===== src/rtl/dmem_arbiter.sv =====
// Data-memory arbiter and sequencer for the CPU MEM stage and the debug/loader port.
// Latency: a request seen in IDLE in cycle N drives mem_en_o from N+1; completion follows mem_ack_i or a watchdog abort.
// Backpressure: the CPU is held through combinational cpu_stall_o; the debug port waits for a one-cycle dbg_ack_o.
//
// Ports:
//   clk_i, rst_i                 clock, asynchronous active-low reset
//   cpu_req/we/addr/wdata_i      MEM-stage access request and operands
//   cpu_rdata_o, cpu_stall_o     load data (valid in the completion cycle, then held) and pipeline hold
//   dbg_req/we/addr/wdata_i      debug/loader access request and operands
//   dbg_rdata_o, dbg_ack_o       registered read data and completion pulse, one cycle after the memory ack
//   mem_en/we/addr/wdata_o       memory strobes and operands, stable for the whole access
//   mem_rdata_i, mem_ack_i       memory read data and completion pulse
//   err_o                        one-cycle pulse when the watchdog aborts an access
//   stall_cnt_o                  free-running count of cycles with cpu_stall_o high

module dmem_arbiter #(
   parameter int unsigned AW      = 32,
   parameter int unsigned DW      = 32,
   parameter int unsigned TIMEOUT = 16   // legal range 1..255
) (
   input  logic          clk_i,
   input  logic          rst_i,

   input  logic          cpu_req_i,
   input  logic          cpu_we_i,
   input  logic [AW-1:0] cpu_addr_i,
   input  logic [DW-1:0] cpu_wdata_i,
   output logic [DW-1:0] cpu_rdata_o,
   output logic          cpu_stall_o,

   input  logic          dbg_req_i,
   input  logic          dbg_we_i,
   input  logic [AW-1:0] dbg_addr_i,
   input  logic [DW-1:0] dbg_wdata_i,
   output logic [DW-1:0] dbg_rdata_o,
   output logic          dbg_ack_o,

   output logic          mem_en_o,
   output logic          mem_we_o,
   output logic [AW-1:0] mem_addr_o,
   output logic [DW-1:0] mem_wdata_o,
   input  logic [DW-1:0] mem_rdata_i,
   input  logic          mem_ack_i,

   output logic          err_o,
   output logic [31:0]   stall_cnt_o
);

   // Watchdog terminal value: the counter reads 0 in the first access cycle,
   // so matching TIMEOUT-1 puts the abort exactly TIMEOUT cycles after the
   // request was seen in IDLE.
   localparam logic [7:0] WD_LAST = 8'(TIMEOUT - 1);

   typedef enum logic [1:0] {
      ST_IDLE = 2'd0,
      ST_CPU  = 2'd1,
      ST_DBG  = 2'd2
   } state_t;

   state_t        state;
   logic          last_dbg;      // 1 when the debug port won the most recent grant
   logic [7:0]    wd_cnt;
   logic [DW-1:0] cpu_rdata_q;   // last value delivered to the CPU

   logic          busy;
   logic          abort;
   logic          done;
   logic          cpu_done;
   logic          grant_cpu;
   logic          grant_dbg;
   logic [DW-1:0] done_rdata;

   assign busy  = (state == ST_CPU) || (state == ST_DBG);

   // An ack in the terminal watchdog cycle wins over the abort.
   assign abort = busy && (wd_cnt == WD_LAST) && !mem_ack_i;
   assign done  = busy && (mem_ack_i || abort);

   // Aborted accesses return zero rather than whatever is on the bus.
   assign done_rdata = mem_ack_i ? mem_rdata_i : '0;

   assign cpu_done = (state == ST_CPU) && done;

   // Round-robin on a tie: the port that did not win last time goes first.
   assign grant_cpu = cpu_req_i && (!dbg_req_i || last_dbg);
   assign grant_dbg = dbg_req_i && !grant_cpu;

   // Combinational so the pipeline advances in the completion cycle itself;
   // a request that was dropped mid-access is never stalled.
   assign cpu_stall_o = cpu_req_i && !cpu_done;
   assign cpu_rdata_o = cpu_done ? done_rdata : cpu_rdata_q;
   assign err_o       = abort;

   always_ff @(posedge clk_i or negedge rst_i) begin
      if (!rst_i) begin
         state       <= ST_IDLE;
         last_dbg    <= 1'b1;    // CPU wins the first tie after reset
         wd_cnt      <= 8'd0;
         mem_en_o    <= 1'b0;
         mem_we_o    <= 1'b0;
         mem_addr_o  <= '0;
         mem_wdata_o <= '0;
         cpu_rdata_q <= '0;
         dbg_rdata_o <= '0;
         dbg_ack_o   <= 1'b0;
         stall_cnt_o <= 32'd0;
      end else begin
         dbg_ack_o   <= 1'b0;
         stall_cnt_o <= stall_cnt_o + 32'(cpu_stall_o);

         case (state)
            ST_IDLE: begin
               // mem_ack_i is deliberately ignored here.
               if (grant_cpu) begin
                  state       <= ST_CPU;
                  last_dbg    <= 1'b0;
                  wd_cnt      <= 8'd0;
                  mem_en_o    <= 1'b1;
                  mem_we_o    <= cpu_we_i;
                  mem_addr_o  <= cpu_addr_i;
                  mem_wdata_o <= cpu_wdata_i;
               end else if (grant_dbg) begin
                  state       <= ST_DBG;
                  last_dbg    <= 1'b1;
                  wd_cnt      <= 8'd0;
                  mem_en_o    <= 1'b1;
                  mem_we_o    <= dbg_we_i;
                  mem_addr_o  <= dbg_addr_i;
                  mem_wdata_o <= dbg_wdata_i;
               end
            end

            ST_CPU, ST_DBG: begin
               wd_cnt <= wd_cnt + 8'd1;
               if (done) begin
                  state    <= ST_IDLE;
                  mem_en_o <= 1'b0;
                  mem_we_o <= 1'b0;
                  // Address and write data are left as they were; nothing
                  // downstream looks at them while mem_en_o is low.
                  if (state == ST_CPU) begin
                     cpu_rdata_q <= done_rdata;
                  end else if (dbg_req_i) begin
                     // A debug request withdrawn mid-access still finishes on
                     // the bus but gets no completion.
                     dbg_rdata_o <= done_rdata;
                     dbg_ack_o   <= 1'b1;
                  end
               end
            end

            default: begin
               state    <= ST_IDLE;
               mem_en_o <= 1'b0;
               mem_we_o <= 1'b0;
            end
         endcase
      end
   end

endmodule

===== config.mk =====
export PLATFORM = sky130hd
export DESIGN_NAME = dmem_arbiter
export DESIGN_NICKNAME = d
export VERILOG_FILES = /design/src/rtl/dmem_arbiter.sv
export SDC_FILE = /design/constraint.sdc
export NUM_CORES = 1
export LEC_CHECK = 0
export ABC_AREA = 0
export BUFFER_PORTS_ARGS = -buffer_cell sky130_fd_sc_hd__buf_2
export CELL_PAD_IN_SITES_DETAIL_PLACEMENT = 1
export CELL_PAD_IN_SITES_GLOBAL_PLACEMENT = 1
export CORE_MARGIN = 4
export CORE_UTILIZATION = 39
export DETAILED_ROUTE_END_ITERATION = 10
export PLACE_DENSITY_LB_ADDON = 0.15
export SLEW_MARGIN = 20
export SYNTH_ARGS = -nofsm -noshare
export SYNTH_HDL_FRONTEND = slang
export SYNTH_SLANG_ARGS = --single-unit

===== constraint.sdc =====
create_clock -name clk_i -period 9.3 [get_ports clk_i]
set_input_delay 1.86 -clock clk_i [delete_from_list [all_inputs] [get_ports clk_i]]
set_output_delay 1.86 -clock clk_i [all_outputs]
set_load 0.01 [all_outputs]

== Word-level counts from Yosys, hierarchy flattened ==
Index checks and enable logic that the tools add are counted.

* Memories: 0
* Output and inout port bits: 165
* Bits in latches: 0
* Register bits: 174
* Input port bits: 167
* Bits in writable memories: 0
* ROM bits: 0

* Muxes and demuxes: 25
* Add/sub/neg operators: 2
* Div/mod/pow operators: 0
* Equal/unequal tests: 5
* Shifts and indexed selects: 0
* Order comparisons: 0
* Multiply operators: 0
* Bitwise gates (word level): 1
* Reductions and logical operators: 23

{| class="wikitable"
|+ Operator list
! cell !! count
|-
| $mux W32 || 6
|-
| $add A32 B1 Y32 || 1
|-
| $mux W8 || 2
|-
| $pmux W8 S2 || 1
|-
| $mux W1 || 10
|-
| $add A8 B1 Y8 const B || 1
|-
| $eq A8 B4 Y1 const B || 1
|-
| $logic_and A1 B1 Y1 || 7
|-
| $mux W2 || 3
|-
| $reduce_and A2 Y1 || 3
|-
| $logic_not A1 Y1 || 4
|-
| $pmux W1 S2 || 2
|-
| $pmux W2 S2 || 1
|-
| $reduce_and A4 Y1 || 1
|-
| $reduce_bool A2 Y1 || 2
|-
| $logic_or A1 B1 Y1 || 3
|-
| $ne A3 B3 Y1 const B || 1
|-
| $reduce_and A3 Y1 || 1
|-
| $eq A2 B1 Y1 const B || 1
|-
| $eq A2 B2 Y1 const B || 1
|-
| $logic_not A2 Y1 || 1
|-
| $ne A2 B2 Y1 const B || 1
|-
| $reduce_or A2 Y1 || 1
|-
| $not A1 Y1 || 1
|}

== Longest topological paths before layout ==
Gate-level depths: netlist of the first run.

* Word-level depth: 10
* Mapped depth: 15

== Least setup slack after synthesis of the first run ==
Ideal clock, no wire load.

* Path kind: input port to output port
* Start: input port mem_ack_i
* End: output port cpu_rdata_o[23]
* Arrival: 2.859 ns
* Stages: 5
* Path buffers: 2
* Data required time: 7.440 ns
* Setup slack: 4.581 ns
* Cells stage by stage: inv_1 nor2_1 buf_2 buf_1 a32o_1

* Longest elaborated chain between the ends: 6
* Elaborated cells on any way between the ends: 7

{| class="wikitable"
|+ Ends and longest elaborated chain
! item !! RTL line !! text
|-
| from (decl) || 43 || <nowiki>input logic mem_ack_i,</nowiki>
|-
| $logic_not A1 Y1 || 76 || <nowiki>assign abort = busy && (wd_cnt == WD_LAST) && !mem_ack_i;</nowiki>
|-
| $logic_and A1 B1 Y1 || 76 ||
|-
| $logic_or A1 B1 Y1 || 77 || <nowiki>assign done = busy && (mem_ack_i || abort);</nowiki>
|-
| $logic_and A1 B1 Y1 || 77 ||
|-
| $logic_and A1 B1 Y1 || 82 || <nowiki>assign cpu_done = (state == ST_CPU) && done;</nowiki>
|-
| $mux W32 * || 91 || <nowiki>assign cpu_rdata_o = cpu_done ? done_rdata : cpu_rdata_q;</nowiki>
|-
| to (decl) || 28 || <nowiki>output logic [DW-1:0] cpu_rdata_o,</nowiki>
|}

Every way passes the cells marked *; elsewhere a longest branch is shown, timed or not.

== Worst setup path in the final report of the first run ==
* Start: input port mem_ack_i
* End: output port cpu_rdata_o[7]

Same word-level chain as after synthesis.

==> metrics.cfg, run 1 <==
[floorplanning]
dieArea_sq_mm=0.0224
die_w_um=150
ioPinCount=332
start_util=0.399
fp.dieH_um=150
rows=51
core_area_sq_mm=0.0196

[timing]
final.setup.tns_ps=0
period_needed_ps=5180
drv_slew=0
rsz0062_at_grt=false
tightest_slew_ps=1060
worst_slew_margin_rel=0.295
hold_viol=0
setup_violations=0
finalCritPeriodShare=0.557
fmax_mhz=193
skew_ps=11.6

[pwr]
total_leakage_power_nw=5.21
internal-power_w=0.00198
p_switching_w=0.00122
switching_share=0.382
pwr-share-seq=0.382
clkPwrFrac=0.217
peakVddDrop_mv=0.145
p_per_area_mw_per_mm2=313
pwr-share-comb=0.400

[worst_setup_path]
cpMaxStageDelayCell=buf_4
critPathKind=in -> out
path_cells=buf_2, inv_1, nor2_4, buf_4, a32o_1, buf_2
critPathArrivalTime_ps=3320
r2r_slack_ps=5460
cp_num_buf_inv=4
crit_fanout=96
startpoint_type=input port
cp_top_family=buffers and inverters
cp_data_required_time_ps=7440
cpMostUsedCell=buf_2
max_stage_delay_ps=710
r2r.worst_path.cells=13
endpoint_kind=output port
crit_cells=6

[global_routing]
grt_pass1_vias=6846
track_usage=0.211
overflow=0
busiest_layer=met2
grt_max_degree=132
met1_usage=0.267
grt_pass1_wl_mm=37.1
gr-usage-met2=0.354
grt_antenna_before_repair=1
use_met3=0.0639

[synth]
ys_ff_latch=174
syn_area_sq_mm=0.00782
avgSynthCellArea_sq_um=11.5
synthCells=677
yosys_warnings=0
async_flop_share=1.00
synth_seq_area_share=0.557
yosysUniqueCellTypes=38
synth_top_flop_cell=dfrtp_1
synth_edf_count=0
syn_nets=849

[cts]
clk_latency_ps=430
post_cts_buffers=0
cts_max_path_buffers=2
ctsHoldBuffers=0
cts-root-buf=clkbuf_16
clk_pin_slew_ps=70
cts_buffers=17
cts_resized=0
cts_tree=yes
cts_sinks=174
h-tree-depth=4

[placement]
port-buffer-count=331
dp_hpwl_mm=17.0
gp_congestion=0.742
placed_area_sq_mm=0.00963

[drt]
drtAntennaViolNets=0
dr.pass1.iters=6
wl_per_cell_um=18.9
via_per_inst=5.32
vias=6675
drt_wl_total_mm=23.7
drtIter0Drc=400
drc=0

[finish]
layout_common_cells=buf_2, dfrtp_1, a32o_1, nand2_1, o21ai_0
final_area_sq_mm=0.0102
layout-drive-gt1-share=0.382
n_antenna_cell=0
multiInputGateArea_sq_mm=0.00319
fillCellCount=2223
nets=1148
regArea_sq_mm=0.00436
final_common_cell=buf_2
area_delta_synth_final_pct=30.6

[flow_run]
drv_cap=0

[worst_hold_path]
hp-class=reg -> reg
holdPathStages=1

[run_status]
outcome=complete, no violations

## cells in the mapped netlist, types with 2 or more instances
library cell | instances | share of area
dfrtp_1 | 173 | 0.55
a32o_1 | 97 | 0.12
nand2_1 | 74 | 0.036
o21ai_0 | 72 | 0.046
mux2i_1 | 66 | 0.085
clkbuf_1 | 32 | 0.015
xnor2_1 | 25 | 0.028
nand3_1 | 15 | 0.0096
nand4_1 | 15 | 0.012
nor2_1 | 15 | 0.0072
buf_2 | 13 | 0.0083
inv_1 | 10 | 0.0048
and3_1 | 7 | 0.0056
buf_1 | 7 | 0.0034
xor2_1 | 7 | 0.0078
and4_1 | 5 | 0.0056
buf_6 | 5 | 0.0072
ha_1 | 5 | 0.0080
nor4_1 | 5 | 0.0040
nor3_1 | 4 | 0.0026
a21oi_1 | 3 | 0.0019
o31ai_1 | 3 | 0.0029
a31oi_1 | 2 | 0.0016
nor2b_1 | 2 | 0.0016
o22a_1 | 2 | 0.0022
## per-stage QoR
stage / total power [W] / instances / hold WS [ps] / util / worst slack, ps
final: 0.00320 / 1254 / 468 / 0.521 / 4120
after global routing: 0.00344 / 1254 / 497 / 0.521 / 4000
after CTS: 0.00325 / 1254 / 471 / 0.521 / 4150
after detailed placement: 0.00254 / 1222 / 461 / 0.492 / 4150
after global placement: 0.00249 / 1222 / 457 / 0.492 / 4190
after floorplan: 0.00198 / 677 / 460 / - / 4580
## area by class of cell
class / count / area share
sequential: 174 / 0.426
multi-input combinational: 435 / 0.312
timing repair buffer: 338 / 0.168
clock buffer: 21 / 0.0461
tap: 265 / 0.0325
clock inverter: 11 / 0.0105
inverter: 10 / 0.00368
## worst paths after layout
check                                start               to
setup reg to reg                  state[0]  stall_cnt_o[18]
hold / removal             stall_cnt_o[31]  stall_cnt_o[31]
hold reg to reg            stall_cnt_o[31]  stall_cnt_o[31]
setup / recovery                 mem_ack_i   cpu_rdata_o[7]
max in group asynchronous            rst_i   mem_addr_o[30]
min in group asynchronous            rst_i  cpu_rdata_q[17]
## kinds of logic (layout without fill, tap and decap cells)
| logic type | after synthesis | count (layout) | share of synthesized area |
|---|---|---|---|
| AOI/OAI and AO/OA | 183 | 183 | 0.183 |
| xor gates and xnor gates | 32 | 32 | 0.0359 |
| adders and majority gates | 5 | 5 | 0.00800 |
| buffers and inverters | 68 | 380 | 0.0400 |
| DFF | 174 | 174 | 0.557 |
| muxes | 66 | 66 | 0.0845 |
| and+or+nand+nor | 149 | 149 | 0.0912 |
## flip-flops by register name, summed over array words and instances (netlist names)
name / cells
cpu_rdata_q: 32
dbg_ack_o: 1
dbg_rdata_o: 32
last_dbg: 1
mem_addr_o: 32
mem_en_o: 1
mem_wdata_o: 32
mem_we_o: 1
stall_cnt_o: 32
state: 2
wd_cnt: 8
## per-layer routing
| metal | share of wire | routed length (um) | vias up |
|---|---|---|---|
| li1 | - | - | 3143 |
| met1 | 0.41 | 9800 | 3274 |
| met2 | 0.50 | 11900 | 234 |
| met3 | 0.073 | 1740 | 22 |
| met4 | 0.013 | 300 | 2 |
| met5 | 0.00029 | 7 | - |
## power by group through the flow
stage | Clock, W | Combinational (W) | Sequential (W)
floorplan | 0 | 0.000663 | 0.00131
CTS | 0.000719 | 0.00131 | 0.00122
global placement | 0 | 0.00127 | 0.00122
detailed placement | 0 | 0.00130 | 0.00123
finish | 0.000695 | 0.00128 | 0.00122
global route | 0.000751 | 0.00142 | 0.00126
Power figures use the tool's default switching activity.
==> run 2: changes to the inputs <==
- CORE_UTILIZATION: 39 -> 33
- clock period: 9.3 -> 4.6 ns (I/O delays scaled with it)
==> run 2 against run 1 <==
Against the previous run:
- clock power rose by 100%
- via count fell by 0.46%
- die area rose by 17%
- routed wire length rose by 1.0%
==> metrics.cfg, run 2 (same netlist as run 1, synthesis figures left out) <==
[cts]
cts_sinks=174  ; unchanged
cts_resized=0  ; unchanged
cts_tree=yes
ctsHoldBuffers=0  ; unchanged
clk_latency_ps=420  ; about the same
cts-root-buf=clkbuf_16
cts_max_path_buffers=2  ; unchanged
post_cts_buffers=0  ; unchanged
cts_buffers=17  ; unchanged
h-tree-depth=4  ; unchanged
clk_pin_slew_ps=70  ; about the same

[floorplanning]
core_area_sq_mm=0.0234  ; +19%
start_util=0.334  ; -0.0650
fp.dieH_um=162  ; +8.2%
ioPinCount=332  ; unchanged
dieArea_sq_mm=0.0262  ; +17%
rows=56  ; +9.8%
die_w_um=162  ; +8.2%

[timing]
worst_slew_margin_rel=0.422  ; +0.127
hold_viol=0  ; unchanged
period_needed_ps=4030
fmax_mhz=248
final.setup.tns_ps=0  ; unchanged
finalCritPeriodShare=0.875
setup_violations=0  ; unchanged
rsz0062_at_grt=false
holdWs_ps=468  ; -0.202 ps
skew_ps=12.9  ; +1.28 ps
drv_slew=0  ; unchanged
tightest_slew_ps=867  ; -190 ps

[global_routing]
grt_max_degree=72  ; -45%
grt_antenna_before_repair=1  ; unchanged
overflow=0  ; unchanged
grt_pass1_wl_mm=37.4  ; +0.69%
grt_pass1_vias=6783  ; -0.92%
track_usage=0.178  ; -0.0328

[worst_setup_path]
setup.worst_path.start=state[1]
r2r.worst_path.cells=12  ; -1
r2r_slack_ps=1200  ; -4260 ps
cp_data_required_time_ps=3680  ; -3760 ps
reg2reg_from=state[1]
endpoint_kind=output port
crit_fanout=58  ; -40%
critPathArrivalTime_ps=3110  ; -210 ps
startpoint_type=flop
critPathKind=reg -> out
r2r-end=stall_cnt_o[20]

[pwr]
total_leakage_power_nw=5.25  ; +0.79%
peakVddDrop_mv=0.210  ; +45%
p_per_area_mw_per_mm2=630  ; +100%

[drt]
dr.pass1.iters=5  ; -1
drt_wl_total_mm=24.0  ; +1.0%
drtIter0Drc=431  ; +7.8%
drtAntennaViolNets=0  ; unchanged
wl_per_cell_um=18.3  ; -3.6%
drc=0  ; unchanged
vias=6644  ; -0.46%
via_per_inst=5.06  ; -5.0%

[run_status]
outcome=complete, no violations

[finish]
fillCellCount=2710  ; +22%
multiInputGateArea_sq_mm=0.00319  ; -0.16%
area_delta_synth_final_pct=32.7
final_common_cell=buf_2
layout_common_cells=buf_2, dfrtp_1, a32o_1, nand2_1, o21ai_0
final_cells=1314  ; +4.8%
utilization=0.443  ; -0.0779
layout-drive-gt1-share=0.386  ; +0.00373
n_antenna_cell=0  ; unchanged
regArea_sq_mm=0.00436  ; unchanged
nets=1155  ; +0.61%

[flow_run]
drv_cap=0  ; unchanged

[placement]
dp_hpwl_mm=17.7  ; +3.6%
port-buffer-count=331  ; unchanged
place_inst=1282  ; +4.9%
gp_congestion=0.797  ; +7.5%

[worst_hold_path]
hp-class=in -> async

-- run 2: metrics by stage --
step	setup slack, ps	instance area, sq um	power (W)
6_report	573	10400	0.00654
5_1_grt	359	10400	0.00701
4_1_cts	579	10300	0.00663
3_5_place_dp	1070	9780	0.00519
3_3_place_gp	1080	9780	0.00513
2_1_floorplan	1470	7820	0.00400
-- run 2: final cells by class --
class / count / share of cell area
tap: 319 / 0.0385
multi-input combinational: 435 / 0.307
clock buffer: 19 / 0.0427
timing repair buffer: 345 / 0.176
sequential: 174 / 0.420
inverter: 10 / 0.00362
clock inverter: 12 / 0.0125
-- run 2: how the worst max path moves through the flow --
stage | cells after the start | slack [ps] | to
final | 8 | 570 | cpu_rdata_o[21]
after global routing | 8 | 360 | cpu_rdata_o[21]
after CTS | 8 | 580 | cpu_rdata_o[11]
after detailed placement | 8 | 1070 | cpu_rdata_o[11]
after global placement | 8 | 1080 | cpu_rdata_o[11]
after floorplan | 15 | 1470 | stall_cnt_o[22]
-- run 2: layer usage --
| metal | GRT usage | vias to the layer above | wire, um |
|---|---|---|---|
| met1 | 0.229 | 3250 | 10000 |
| met4 | 0.0531 | 2 | 342 |
| met3 | 0.0520 | 22 | 1750 |
| met2 | 0.295 | 216 | 11800 |
| li1 | - | 3154 | - |
| met5 | 0 | - | 12 |
-- run 2: power by group --
group | total (W) | leakage, nW | switching, W | internal (W)
Sequential | 0.00247 | 2.19 | 0.000343 | 0.00213
Clock | 0.00141 | 0.272 | 0.000641 | 0.000774
Combinational | 0.00265 | 2.79 | 0.00152 | 0.00113
Total | 0.00654 | 5.25 | 0.00251 | 0.00403
-- run 2: worst max-delay path: stages, from the launching register on --
cell and delay [ps]:
dfrtp_1 350, inv_1 60, ha_1 490, or4b_4 520
o21ai_1 220, nand3_2 190, buf_4 370, a32o_1 300
buf_2 140
==> run 3: changes to the inputs <==
- CAP_MARGIN: not set -> 40
- CORE_UTILIZATION: 33 -> 30
- clock period: 4.6 -> 5.05 ns (I/O delays scaled with it)
==> run 3 against run 2 <==
Against the previous run:
- register-to-register slack improved by 150 ps
- utilization decreased by 3.6 points
- clock power about the same
- first-iteration DRC count increased by 16%
- sequential power decreased by 9.7%
- design area decreased by 0.17%
- die area increased by 9.5%
- via count decreased by 0.71%
- routed wire length decreased by 1.9%
- combinational power decreased by 11%
- critical endpoint is now cpu_rdata_o[7]
==> metrics.cfg, run 3 (same netlist as run 1, synthesis figures left out) <==
[cts]
cts_tree=yes
h-tree-depth=4  ; unchanged
post_cts_buffers=0  ; unchanged
cts_buffers=17  ; unchanged
cts_max_path_buffers=2  ; unchanged
clk_latency_ps=420  ; about the same
cts_resized=0  ; unchanged
cts_sinks=174  ; unchanged
cts-root-buf=clkbuf_16
ctsHoldBuffers=0  ; unchanged
clk_pin_slew_ps=70  ; about the same

[finish]
fillCellCount=2953  ; +9.0%
final_area_sq_mm=0.0104  ; -0.17%
final_common_cell=buf_2
multiInputGateArea_sq_mm=0.00319  ; unchanged
layout-drive-gt1-share=0.382  ; -0.00349
regArea_sq_mm=0.00436  ; unchanged
area_delta_synth_final_pct=32.5
nets=1150  ; -0.43%
layout_common_cells=buf_2, dfrtp_1, a32o_1, nand2_1, o21ai_0
n_antenna_cell=0  ; unchanged

[worst_setup_path]
setup.worst_path.start=state[0]
max_stage_delay_ps=520  ; about the same
r2r_slack_ps=1350  ; +150 ps
r2r.worst_path.cells=13  ; +1
path_cells=inv_1, ha_1, or4b_4, o21ai_1, nand3_2, buf_4, a32o_1, buf_2
crit_fanout=65  ; +12%
critPathKind=reg -> out
critPathArrivalTime_ps=2990  ; -120 ps
cp_num_buf_inv=3  ; unchanged
endpoint_kind=output port
cp_data_required_time_ps=4040  ; +360 ps
cp_top_family=simple AND/OR/NAND/NOR gates
startpoint_type=flop
reg2reg_from=state[0]
r2r-end=stall_cnt_o[20]
cpMaxStageDelayCell=or4b_4

[worst_hold_path]
hp-class=reg -> reg
worstHoldStart=mem_addr_o[29]
min_to=mem_addr_o[29]
holdPathStages=2

[timing]
holdWs_ps=475  ; +7.34 ps
drv_slew=0  ; unchanged
fmax_mhz=250
hold_viol=0  ; unchanged
period_needed_ps=4000
skew_ps=12.9  ; -0.0227 ps
tightest_slew_ps=831  ; -36.7 ps
final.setup.tns_ps=0  ; unchanged
finalCritPeriodShare=0.792
worst_slew_margin_rel=0.445  ; +0.0232
setup_violations=0  ; unchanged
rsz0062_at_grt=false

[pwr]
total_leakage_power_nw=5.24  ; -0.30%
p_per_area_mw_per_mm2=577  ; -8.5%
peakVddDrop_mv=0.228  ; +8.6%

[run_status]
outcome=complete, no violations

[global_routing]
grt_pass1_vias=6670  ; -1.7%
grt_antenna_before_repair=1  ; unchanged
overflow=0  ; unchanged
grt_pass1_wl_mm=36.7  ; -1.8%
track_usage=0.159  ; -0.0196
grt_max_degree=105  ; +46%

[floorplanning]
core_area_sq_mm=0.0254  ; +8.5%
die_w_um=169  ; +4.6%
fp.dieH_um=169  ; +4.6%
rows=58  ; +3.6%
start_util=0.308  ; -0.0263
dieArea_sq_mm=0.0287  ; +9.5%
ioPinCount=332  ; unchanged

[placement]
dp_hpwl_mm=17.1  ; -3.3%
gp_congestion=0.740  ; -7.1%
port-buffer-count=331  ; unchanged
placed_area_sq_mm=0.00975  ; -0.29%

[drt]
drc=0  ; unchanged
vias=6597  ; -0.71%
drtIter0Drc=499  ; +16%
via_per_inst=4.99  ; -1.2%
drt_wl_total_mm=23.5  ; -1.9%
dr.pass1.iters=5  ; unchanged
wl_per_cell_um=17.8  ; -2.5%
drtAntennaViolNets=0  ; unchanged

[flow_run]
drv_cap=0  ; unchanged

## run 3: final cells by class
class | instances | share of cell area
clock buffers | 19 | 0.0418
repair buffers | 340 | 0.169
multi-input cells | 435 | 0.308
inverters | 10 | 0.00362
clock inverters | 13 | 0.0173
flip-flops and latches | 174 | 0.420
well taps | 330 | 0.0399
## run 3: through the flow
| stage | cells | power (W) | setup slack [ps] | util |
|---|---|---|---|---|
| 5_1_grt | 1321 | 0.00643 | 843 | 0.408 |
| 3_5_place_dp | 1289 | 0.00467 | 1320 | 0.384 |
| 6_report | 1321 | 0.00598 | 1050 | 0.408 |
| 3_3_place_gp | 1289 | 0.00463 | 1380 | 0.384 |
| 2_1_floorplan | 677 | 0.00364 | 1920 | - |
| 4_1_cts | 1321 | 0.00610 | 1040 | 0.408 |
## run 3: per-layer routing
layer | vias up | track usage | part of all wire
met5 | - | 0 | 0.00055
met4 | 2 | 0.0368 | 0.0050
met3 | 9 | 0.0545 | 0.079
met2 | 236 | 0.257 | 0.48
met1 | 3207 | 0.207 | 0.44
li1 | 3143 | - | -
## run 3: power by group
group          total (W)  internal, W  switching [W]
Sequential       0.00223      0.00194       0.000295
Clock            0.00139     0.000795       0.000592
Combinational    0.00236     0.000987        0.00137
Total            0.00598      0.00372        0.00226
## run 3: how the worst max path moves through the flow
stage          slack [ps]               to  cells after the start
3_5_place_dp         1320  stall_cnt_o[22]                     12
5_1_grt               840   cpu_rdata_o[8]                      8
6_report             1050   cpu_rdata_o[7]                      8
4_1_cts              1040   cpu_rdata_o[2]                      8
2_1_floorplan        1920  stall_cnt_o[22]                     15
3_3_place_gp         1380  stall_cnt_o[22]                     12
## run 3: worst min-delay path: cells and delay by family (launching register included)
family | cells | cell delay (ps)
flip-flops | 1 | 340
AO/OA/AOI/OAI | 1 | 60
AND/OR/NAND/NOR | 1 | 40
